**src/rtl/rca_pipe_pkg.sv**
```systemverilog
// Shared defaults and the elaboration-time geometry check for the pipelined
// ripple-carry adder.
package rca_pipe_pkg;

    localparam int DEFAULT_WIDTH  = 64;
    localparam int DEFAULT_STAGES = 4;

    // True when WIDTH splits into STAGES equal, non-empty segments.
    function automatic bit width_ok(input int width, input int stages);
        if (stages < 1) begin
            return 1'b0;
        end else begin
            return (width >= stages) && ((width % stages) == 0);
        end
    endfunction

endpackage

```
**src/rtl/rca_pipe_if.sv**
```systemverilog
// Operand/result handshake bundle of rca_pipe; master drives operands and
// out_ready, slave is the adder.
interface rca_pipe_if #(
    parameter int WIDTH = rca_pipe_pkg::DEFAULT_WIDTH
);
    logic             in_valid;
    logic             in_ready;
    logic [WIDTH-1:0] a;
    logic [WIDTH-1:0] b;
    logic             cin;
    logic             sub;
    logic             out_valid;
    logic             out_ready;
    logic [WIDTH-1:0] sum;
    logic             cout;
    logic             ovf;

    modport master (
        output in_valid, a, b, cin, sub, out_ready,
        input  in_ready, out_valid, sum, cout, ovf
    );

    modport slave (
        input  in_valid, a, b, cin, sub, out_ready,
        output in_ready, out_valid, sum, cout, ovf
    );
endinterface

```
**src/rtl/full_adder.sv**
```systemverilog
// One-bit full adder cell used as the ripple element of every segment.
module full_adder (
    input  logic a,
    input  logic b,
    input  logic ci,
    output logic s,
    output logic co
);
    assign s  = a ^ b ^ ci;
    assign co = (a & b) | (ci & (a ^ b));
endmodule

```
**src/rtl/rca_segment.sv**
```systemverilog
// Combinational SEG-bit ripple adder; also exposes the carry into its MSB so
// the top segment can derive signed overflow.
module rca_segment
    import rca_pipe_pkg::*;
#(
    parameter int SEG = DEFAULT_WIDTH / DEFAULT_STAGES
) (
    input  logic [SEG-1:0] a,
    input  logic [SEG-1:0] b,
    input  logic           ci,
    output logic [SEG-1:0] s,
    output logic           co,
    output logic           c_msb
);
    // Each bit owns its carry net so the chain is a set of distinct signals.
    for (genvar k = 0; k < SEG; k++) begin : g_bit
        logic ci_s;
        logic co_s;
        if (k == 0) begin : g_lsb
            assign ci_s = ci;
        end else begin : g_chain
            assign ci_s = g_bit[k-1].co_s;
        end
        full_adder u_fa (
            .a  (a[k]),
            .b  (b[k]),
            .ci (ci_s),
            .s  (s[k]),
            .co (co_s)
        );
    end

    assign co    = g_bit[SEG-1].co_s;
    assign c_msb = g_bit[SEG-1].ci_s;
endmodule

```
**src/rtl/rca_pipe.sv**
```systemverilog
// Pipelined ripple-carry adder/subtractor: STAGES segments with skewed
// operand/result words and a per-stage ready chain that collapses bubbles.
module rca_pipe
    import rca_pipe_pkg::*;
#(
    parameter int WIDTH  = DEFAULT_WIDTH,
    parameter int STAGES = DEFAULT_STAGES
) (
    input  logic      clk,
    input  logic      rst,
    rca_pipe_if.slave bus
);
    localparam int SEG = WIDTH / STAGES;

    if (!width_ok(WIDTH, STAGES)) begin : g_bad_cfg
        $fatal(1, "rca_pipe: WIDTH must be a positive multiple of STAGES");
    end

    logic [STAGES-1:0] v_r;
    logic [STAGES-1:0] c_r;
    logic [WIDTH-1:0]  word_r [STAGES];
    logic [WIDTH-1:0]  b_r    [STAGES];
    logic              ovf_r;

    logic [STAGES-1:0] rdy_s;
    logic [STAGES-1:0] nxt_v_s;
    logic [STAGES-1:0] nxt_c_s;
    logic              msb_c_s    [STAGES];
    logic [WIDTH-1:0]  nxt_word_s [STAGES];
    logic [WIDTH-1:0]  nxt_b_s    [STAGES];
    logic [WIDTH-1:0]  b_eff_s;
    logic              c0_s;
    logic              ovf_nxt_s;

    // Subtraction is a + ~b + !borrow_in.
    always_comb begin
        if (bus.sub) begin
            b_eff_s = ~bus.b;
            c0_s    = ~bus.cin;
        end else begin
            b_eff_s = bus.b;
            c0_s    = bus.cin;
        end
    end

    for (genvar i = 0; i < STAGES; i++) begin : g_stage
        logic [WIDTH-1:0] src_word_s;
        logic [WIDTH-1:0] word_s;
        logic [SEG-1:0]   seg_sum_s;
        logic             ci_s;

        if (i == 0) begin : g_head
            assign src_word_s = bus.a;
            assign nxt_b_s[i] = b_eff_s;
            assign ci_s       = c0_s;
            assign nxt_v_s[i] = bus.in_valid;
        end else begin : g_tail
            assign src_word_s = word_r[i-1];
            assign nxt_b_s[i] = b_r[i-1];
            assign ci_s       = c_r[i-1];
            assign nxt_v_s[i] = v_r[i-1];
        end

        rca_segment #(.SEG(SEG)) u_seg (
            .a     (src_word_s[i*SEG +: SEG]),
            .b     (nxt_b_s[i][i*SEG +: SEG]),
            .ci    (ci_s),
            .s     (seg_sum_s),
            .co    (nxt_c_s[i]),
            .c_msb (msb_c_s[i])
        );

        // Splice this segment's sum over its slice of the a/result word.
        always_comb begin
            word_s                  = src_word_s;
            word_s[i*SEG +: SEG]    = seg_sum_s;
        end
        assign nxt_word_s[i] = word_s;

        // A stage can load unless it and every stage after it are full and stalled.
        assign rdy_s[i] = bus.out_ready | ~(&v_r[STAGES-1:i]);
    end

    assign ovf_nxt_s = msb_c_s[STAGES-1] ^ nxt_c_s[STAGES-1];

    // Stage registers: each stage takes its upstream content whenever its ready is high.
    always_ff @(posedge clk or posedge rst) begin
        if (rst) begin
            v_r   <= {STAGES{1'b0}};
            c_r   <= {STAGES{1'b0}};
            ovf_r <= 1'b0;
            for (int i = 0; i < STAGES; i++) begin
                word_r[i] <= {WIDTH{1'b0}};
                b_r[i]    <= {WIDTH{1'b0}};
            end
        end else begin
            for (int i = 0; i < STAGES; i++) begin
                if (rdy_s[i]) begin
                    v_r[i]    <= nxt_v_s[i];
                    c_r[i]    <= nxt_c_s[i];
                    word_r[i] <= nxt_word_s[i];
                    b_r[i]    <= nxt_b_s[i];
                end
            end
            if (rdy_s[STAGES-1]) begin
                ovf_r <= ovf_nxt_s;
            end
        end
    end

    assign bus.in_ready  = rdy_s[0];
    assign bus.out_valid = v_r[STAGES-1];
    assign bus.sum       = word_r[STAGES-1];
    assign bus.cout      = c_r[STAGES-1];
    assign bus.ovf       = ovf_r;
endmodule
```
**src/flat_wrapper.sv**
```systemverilog
// flat-port wrapper written by rule: the top's interface ports become plain ports
module rca_pipe_flat import rca_pipe_pkg::*;
#(
    parameter int WIDTH  = DEFAULT_WIDTH,
    parameter int STAGES = DEFAULT_STAGES
)
  (clk, rst, bus_in_valid, bus_a, bus_b, bus_cin, bus_sub, bus_out_ready, bus_in_ready, bus_out_valid, bus_sum, bus_cout, bus_ovf);
  rca_pipe_if #(.WIDTH(WIDTH)) bus_i ();
  input  logic clk;
  input  logic rst;
  input wire logic [$bits(bus_i.in_valid)-1:0] bus_in_valid;
  input wire logic [$bits(bus_i.a)-1:0] bus_a;
  input wire logic [$bits(bus_i.b)-1:0] bus_b;
  input wire logic [$bits(bus_i.cin)-1:0] bus_cin;
  input wire logic [$bits(bus_i.sub)-1:0] bus_sub;
  input wire logic [$bits(bus_i.out_ready)-1:0] bus_out_ready;
  output wire logic [$bits(bus_i.in_ready)-1:0] bus_in_ready;
  output wire logic [$bits(bus_i.out_valid)-1:0] bus_out_valid;
  output wire logic [$bits(bus_i.sum)-1:0] bus_sum;
  output wire logic [$bits(bus_i.cout)-1:0] bus_cout;
  output wire logic [$bits(bus_i.ovf)-1:0] bus_ovf;
  assign bus_i.in_valid = bus_in_valid;
  assign bus_i.a = bus_a;
  assign bus_i.b = bus_b;
  assign bus_i.cin = bus_cin;
  assign bus_i.sub = bus_sub;
  assign bus_i.out_ready = bus_out_ready;
  assign bus_in_ready = bus_i.in_ready;
  assign bus_out_valid = bus_i.out_valid;
  assign bus_sum = bus_i.sum;
  assign bus_cout = bus_i.cout;
  assign bus_ovf = bus_i.ovf;
  rca_pipe #(.WIDTH(WIDTH), .STAGES(STAGES)) u_core (.clk(clk), .rst(rst), .bus(bus_i));
endmodule
```
**config.mk**
```make
export PLATFORM = sky130hd
export DESIGN_NAME = rca_pipe_flat
export DESIGN_NICKNAME = d
export VERILOG_FILES = /design/src/rtl/rca_pipe_pkg.sv /design/src/rtl/rca_pipe_if.sv /design/src/rtl/full_adder.sv /design/src/rtl/rca_segment.sv /design/src/rtl/rca_pipe.sv /design/src/flat_wrapper.sv
export SDC_FILE = /design/constraint.sdc
export NUM_CORES = 1
export LEC_CHECK = 0
export ABC_CLOCK_PERIOD_IN_PS = 15300
export CORE_MARGIN = 2
export CORE_UTILIZATION = 50
export DETAILED_ROUTE_END_ITERATION = 10
export HOLD_SLACK_MARGIN = 0.08
export PLACE_DENSITY = 0.73
export SLEW_MARGIN = 10
export SYNTH_ARGS = -nofsm -noshare
export SYNTH_HDL_FRONTEND = slang
export SYNTH_SLANG_ARGS = --single-unit
```
**constraint.sdc**
```tcl
create_clock -name clk -period 15.3 [get_ports clk]
set_clock_uncertainty 0.2 [all_clocks]
set_input_delay 3.06 -clock clk [delete_from_list [all_inputs] [get_ports clk]]
set_output_delay 3.06 -clock clk [all_outputs]
set_load 0.05 [all_outputs]
```
==> results.md, run 1 <==
- Outcome: finished, final reports clean
- # IOs: 202
- P&R area growth vs syn: 23.0%
- Syn nets: 1,426
- Clk pin slew, worst setup/hold paths: 0.06 ns
- Sw power: about 1.2 mW
- Crit path cell chain: clkdlybuf4s50_1 > xor2_1 > fa_1 > inv_1 > fa_1 > fa_1 > fa_1 > fa_1 > fa_1 > fa_1 > fa_1 > fa_1 > inv_1 > fa_1 > inv_1 > fa_1 > fa_1 > fa_1 > fa_1 > fa_1 > inv_1 > fa_1 > mux2_4
- Seq pwr share: 41.0%
- Least-Margin Pin Slew: approximately 1.1 ns
- Main synth FF type: dfrtp_1
- CTS Sinks: 361
- Synth area leader: dfrtp_1
- Core area: 0.0306 mm²
- DR pass1 iterations: 4
- Minimum clock period: between 9 and 10 ns
- CP Max Fanout: 1
- Post-synth EDFFs: 0
- Post-synth top cells: 361 x dfrtp_1, 278 x nand2_1, 138 x mux2_2
- Clk_lat worst skew: 0.53 ns
- Synthesized cell area: 0.0156 mm²
- Hold_buf cts: 0
- Die width: 180 µm
- Die area: 0.0326 mm²
- Drt via density: between 5 and 6
- Fin nets: 1,607
- IO Port Bufs: 201
- Routed len/inst: 17.3 µm
- Slew HR: 25.2%
- Worst Path Required: 15.51 ns
- Period utilization: 64.9%
- Setup Viol. Count Final: 0
- CTS buffer count: 39
- Placer Congestion: 0.737
- Clk Tree Root Cell: clkbuf_16
- Initial Util: 50.9%
- DRT antenna net count: 0
- Rows: 64
- CP arrival: 10.15 ns
- Busiest grt layer: met2
- Crit path max-delay family: adder cells
- Register bit total from synthesis: 361
- Post-synth ARST share: 100%
- Vias in the first global route: between 10,000 and 15,000
- Grt ovf: 0
- Clk pwr share: 27.3%
- Max Cap Violations: 0
- VDD IR-drop max: approximately 0.11 mV
- Setup crit end kind: flip-flop
- Starting DRT DRC Count: 475
- Hold Vio Cnt, Final: 0
- Combinational share of power: 31.7%
- Post-route setup TNS: 0 ns
- CP bufs+invs: 5
- Final wirelength: 31,800 µm
- Leak: 8.62 nW
- Slowest stage delay, CP: 0.47 ns
- Antenna Cells: 0
- Syn Inst Count: 1,228
- Max-slew violation count: 0
- Min-Delay Path Class: reg2reg
- Worst path slowest cell: clkdlybuf4s50_1
- Die H: 180 µm
- Critical Path Source Type: primary input
- Post-synth cell types: 24
- GRT Util Overall: 20.1%
- Met3 Resource Use GR: 3.68%
- Internal: 2.29 mW
- Dpl hpwl: 20,000 µm
- Worst path most repeated cell: fa_1
- Cts repair resizes: 0
- RSZ-0062 raised after global routing: no
- Met2 usage: 33.5%
- WS Path Type: in2reg
- Largest cells by area after synthesis: dfrtp_1 58%, mux2_2 10%, fa_1 8.2%, nand2_1 6.7%, mux2_4 4.8%
- Buffer depth of the longest clock path: 3
- Top cell type's share of synthesized area: between 50% and 60%
- H-tree levels: 2
- Largest net degree at the start of global routing: 164
- Pwr per Cell Area: 181 mW/mm²
- Core Util, Final: 62.6%
- CTS tree: done
- Peak Freq: just over 100 MHz
- Initial antenna violation count: 1
- Total number of vias: slightly above 9,000
- GR Layer Usage met1: 27.6%
- Sw frac: 33.9%
- Sequential area share after synthesis: 58.0%
- Synthesized area per cell: 12.7 µm²
- Share of cells above drive strength 1: 18.8%
- DRC: 0
- Most numerous cell in the Yosys netlist: dfrtp_1
- Post-CTS Setup Inserts: 0
- Synth warn: 0
- First-pass GRT wire length: 52,800 µm
-- path summary, 6_finish.rpt --
kind / to / from / cells past startpoint / slack [ns]
max: u_core.g_stage[1].src_word_s[15] / bus_b[0] / 23 / 5.36
min: u_core.g_stage[2].src_word_s[24] / u_core.g_stage[2].src_word_s[24] / 2 / 0.26
max reg2reg: u_core.bus.ovf / u_core.c_r[2] / 21 / 7.11
min reg2reg: u_core.g_stage[2].src_word_s[24] / u_core.g_stage[2].src_word_s[24] / 2 / 0.26
max in group asynchronous: u_core.bus.ovf / rst / 3 / 10.46
min in group asynchronous: u_core.bus.sum[53] / rst / 2 / 2.94
-- stage by stage --
stage | setup slack, ns | total power, mW | cell area, µm² | std cells | hold slack [ns]
3_5_place_dp | 4.71 | 2.54 | 17800 | 1764 | 0.250
3_3_place_gp | 4.84 | 2.50 | 17800 | 1764 | 0.244
4_1_cts | 5.29 | 3.51 | 19100 | 1836 | 0.264
5_1_grt | 5.12 | 3.66 | 19100 | 1836 | 0.282
6_report | 5.36 | 3.46 | 19100 | 1836 | 0.258
2_1_floorplan | 2.02 | 2.16 | 15600 | 1228 | 0.233
-- area by class of cell --
| type | instances | area, µm² |
|---|---|---|
| fillers | 2407 | 11400 |
| flip-flops and latches | 361 | 9030 |
| multi-input cells | 755 | 6040 |
| repair buffers | 212 | 2100 |
| clock buffers | 55 | 1140 |
| well taps | 396 | 495 |
| clock inverters | 17 | 175 |
| inverters | 40 | 160 |
-- logic make-up (layout without fill, tap and decap cells) --
kind of cell             Yosys count  in the layout  synth area share, %
flip-flops                       361            361                 58.0
XOR/XNOR                          66             66                 3.71
AND/OR/NAND/NOR                  358            358                 9.44
AO/OA/AOI/OAI                     79             79                 2.54
multiplexers                     188            188                 14.8
adder cells (fa/ha/maj)           64             64                 8.23
buffers and inverters            112            324                 3.25
-- power groups by stage --
stage | Clock [mW] | Combinational (mW) | Sequential [mW]
6_report | 0.946 | 1.10 | 1.42
3_5_place_dp | 0 | 1.11 | 1.44
5_1_grt | 1.01 | 1.19 | 1.46
2_1_floorplan | 0 | 0.463 | 1.70
3_3_place_gp | 0 | 1.08 | 1.42
4_1_cts | 0.970 | 1.11 | 1.42
-- state kept, by name, summed over array words and instances, names as in the netlist --
register / flops
u_core.b_r: 96
u_core.g_stage.src_word_s: 192
u_core.bus.sum: 64
u_core.bus.ovf: 1
u_core.c_r: 4
u_core.v_r: 4
-- metal layers --
metal | vias up | routed length [µm]
met5 | - | 16
met4 | 2 | 499
met3 | 40 | 1600
met2 | 205 | 15500
li1 | 4347 | -
met1 | 4736 | 14200
-- worst min-delay path: stages (launching register included) --
cell and delay, ns:
dfrtp_1 0.34, nand2_1 0.05, nand2_1 0.04
-- placed cells by master, fill, tap and decap left out, types with 8 or more instances in the layout --
master           instances
dfrtp_1                360
nand2_1                278
clkdlybuf4s50_1        200
mux2_2                 138
fa_1                    64
o21ai_0                 61
xnor2_1                 61
nand3_1                 53
mux2_4                  50
clkbuf_16               40
inv_1                   38
a21oi_1                 18
clkinv_2                12
buf_4                   11
nor2_1                  10
nor3b_1                  8
clkbuf_8                 8
No activity file was read; power rests on OpenSTA's default activity.
==> run 2, diff against run 1 <==
- ABC_CLOCK_PERIOD_IN_PS: 15300 -> 9470
- clock period: 15.3 -> 9.47 ns (I/O delays scaled with it)
==> run 2 against run 1 <==
Against the previous run:
- via count increased by 0.66%
- utilization decreased by 0.12 points
- combinational power increased by 62%
- first-iteration DRC count decreased by 0.63%
- largest power group unchanged
- largest cell class unchanged
==> results.md, run 2 (same netlist as run 1, synthesis figures left out) <==
- Least-Margin Pin Slew: 1.10 ns
- H-tree levels: 2
- Routed len/inst: 17.2 µm
- Filler cells: about 2,400
- Total number of vias: 9,392
- Area of the multi-input gates: 0.00604 mm²
- DRT antenna net count: 0
- Slew HR: 26.4%
- Largest net degree at the start of global routing: roughly 190
- Crit path max-delay family: adder cells
- P&R area growth vs syn: 22.8%
- Buffer depth of the longest clock path: 3
- Vias in the first global route: about 10,000
- Die H: 180 µm
- Clk pin slew, worst setup/hold paths: around 0.06 ns
- Die width: 180 µm
- Commonest non-fill, non-tap cell in the layout: dfrtp_1
- First-pass GRT wire length: 52,300 µm
- Setup crit end kind: flip-flop
- Dpl hpwl: 19,900 µm
- Max Cap Violations: 0
- Starting DRT DRC Count: 472
- Sequential cell area: 0.00903 mm²
- Leak: 8.58 nW
- Worst Path Required: just under 10 ns
- IO Port Bufs: 201
- WS Path Type: in2reg
- CP Max Fanout: 1
- Hold Vio Cnt, Final: 0
- Critical Path Source Type: primary input
- CTS buffer count: 38
- Placer Congestion: 0.748
- Outcome: finished, final reports clean
- Period utilization: 93.2%
- Clk Tree Root Cell: clkbuf_16
- Core Util, Final: 62.5%
- Worst path slowest cell: clkdlybuf4s50_1
- DR pass1 iterations: 4
- # IOs: 202
- Clk_lat worst skew: around 0.50 ns
- Drt via density: 5.13
- Max reg flops: 192
- Hold_buf cts: 0
- Crit path cell chain: clkdlybuf4s50_1 > xor2_1 > fa_1 > inv_1 > fa_1 > fa_1 > fa_1 > fa_1 > fa_1 > fa_1 > fa_1 > fa_1 > inv_1 > fa_1 > inv_1 > fa_1 > fa_1 > fa_1 > fa_1 > fa_1 > inv_1 > fa_1 > mux2_4
- Min-Delay Path Class: reg2reg
- Post-route setup TNS: 0 ns
- Cts repair resizes: 0
- Initial Util: 50.9%
- CTS Sinks: around 360
- Peak Freq: approximately 110 MHz
- Most frequent cells in the layout: 360 x dfrtp_1, 278 x nand2_1, 200 x clkdlybuf4s50_1
- Pwr per Cell Area: 289 mW/mm²
- Grt ovf: 0
- Setup Viol. Count Final: 0
- CTS tree: done
- Max-slew violation count: 0
- Final wirelength: 31,600 µm
- VDD IR-drop max: 0.168 mV
- Die area: ~0.033 mm²
- CP bufs+invs: 5
- Rows: 64
- Worst path most repeated cell: fa_1
- Slowest stage delay, CP: 0.47 ns
- Minimum clock period: 8.82 ns
- Fin nets: between 1,500 and 2,000
- Initial antenna violation count: 0
- DRC: 0
- Antenna Cells: 0
- Post-CTS Setup Inserts: 0
- Core area: approximately 0.031 mm²
- GRT Util Overall: 19.9%
- RSZ-0062 raised after global routing: no
- CP arrival: 9.01 ns
- Share of cells above drive strength 1: 18.5%
-- run 2: changes by cell type in the layout (fill, tap and decap cells not counted) --
cell	delta
clkinv_2	-8
clkbuf_16	-1
clkinv_8	-1
buf_12	+2
clkinvlp_4	+2
clkbuf_1	+1
bufinv_16	-1
inv_8	-1
clkbuf_8	+2
-- run 2: metal layers --
metal / up-vias / routed length [µm] / GRT usage (%)
met3: 32 / 1410 / 3.54
met1: 4815 / 14300 / 27.9
met2: 199 / 15500 / 33.1
met5: - / 0 / 0
met4: 0 / 391 / 3.65
li1: 4346 / - / -
-- run 2: where the power goes --
group          total, mW  switching (mW)  internal (mW)
combinational       1.78            1.01          0.765
sequential          2.29           0.274           2.01
clock               1.46           0.576          0.886
-- run 2: path summary, 6_finish.rpt --
| kind | cells after the start | slack [ns] | start | end |
|---|---|---|---|---|
| worst min register to register | 2 | 0.26 | u_core.g_stage[2].src_word_s[1] | u_core.g_stage[2].src_word_s[1] |
| worst max-delay path | 23 | 0.65 | bus_b[0] | u_core.g_stage[1].src_word_s[15] |
| max in group asynchronous | 4 | 5.94 | rst | u_core.g_stage[1].src_word_s[36] |
| worst min-delay path | 2 | 0.26 | u_core.g_stage[2].src_word_s[1] | u_core.g_stage[2].src_word_s[1] |
| min in group asynchronous | 2 | 1.59 | rst | u_core.bus.sum[3] |
| worst max register to register | 21 | 1.32 | u_core.c_r[2] | u_core.bus.ovf |
-- run 2: through the flow --
stage	power, mW	cell area, µm²	instances	hold slack, ns	worst slack, ns
3_5_place_dp	4.11	17900	1765	0.250	0.0663
4_1_cts	5.60	19100	1830	0.263	0.619
5_1_grt	5.84	19100	1831	0.274	0.314
3_3_place_gp	4.05	17900	1765	0.244	0.183
6_report	5.53	19100	1831	0.262	0.646
2_1_floorplan	3.49	15600	1228	0.233	0.522
-- run 2: layout make-up --
cell class,count,area share [%]
inverters,40,0.818
multi-input cells,755,31.6
flip-flops and latches,361,47.3
clock inverters,8,0.504
clock buffers,57,5.98
well taps,396,2.59
repair buffers,214,11.2
-- run 2: tightest hold or removal path, stage by stage (launching register included) --
cell     delay, ns
dfrtp_1       0.34
nand2_1       0.05
nand2_1       0.04
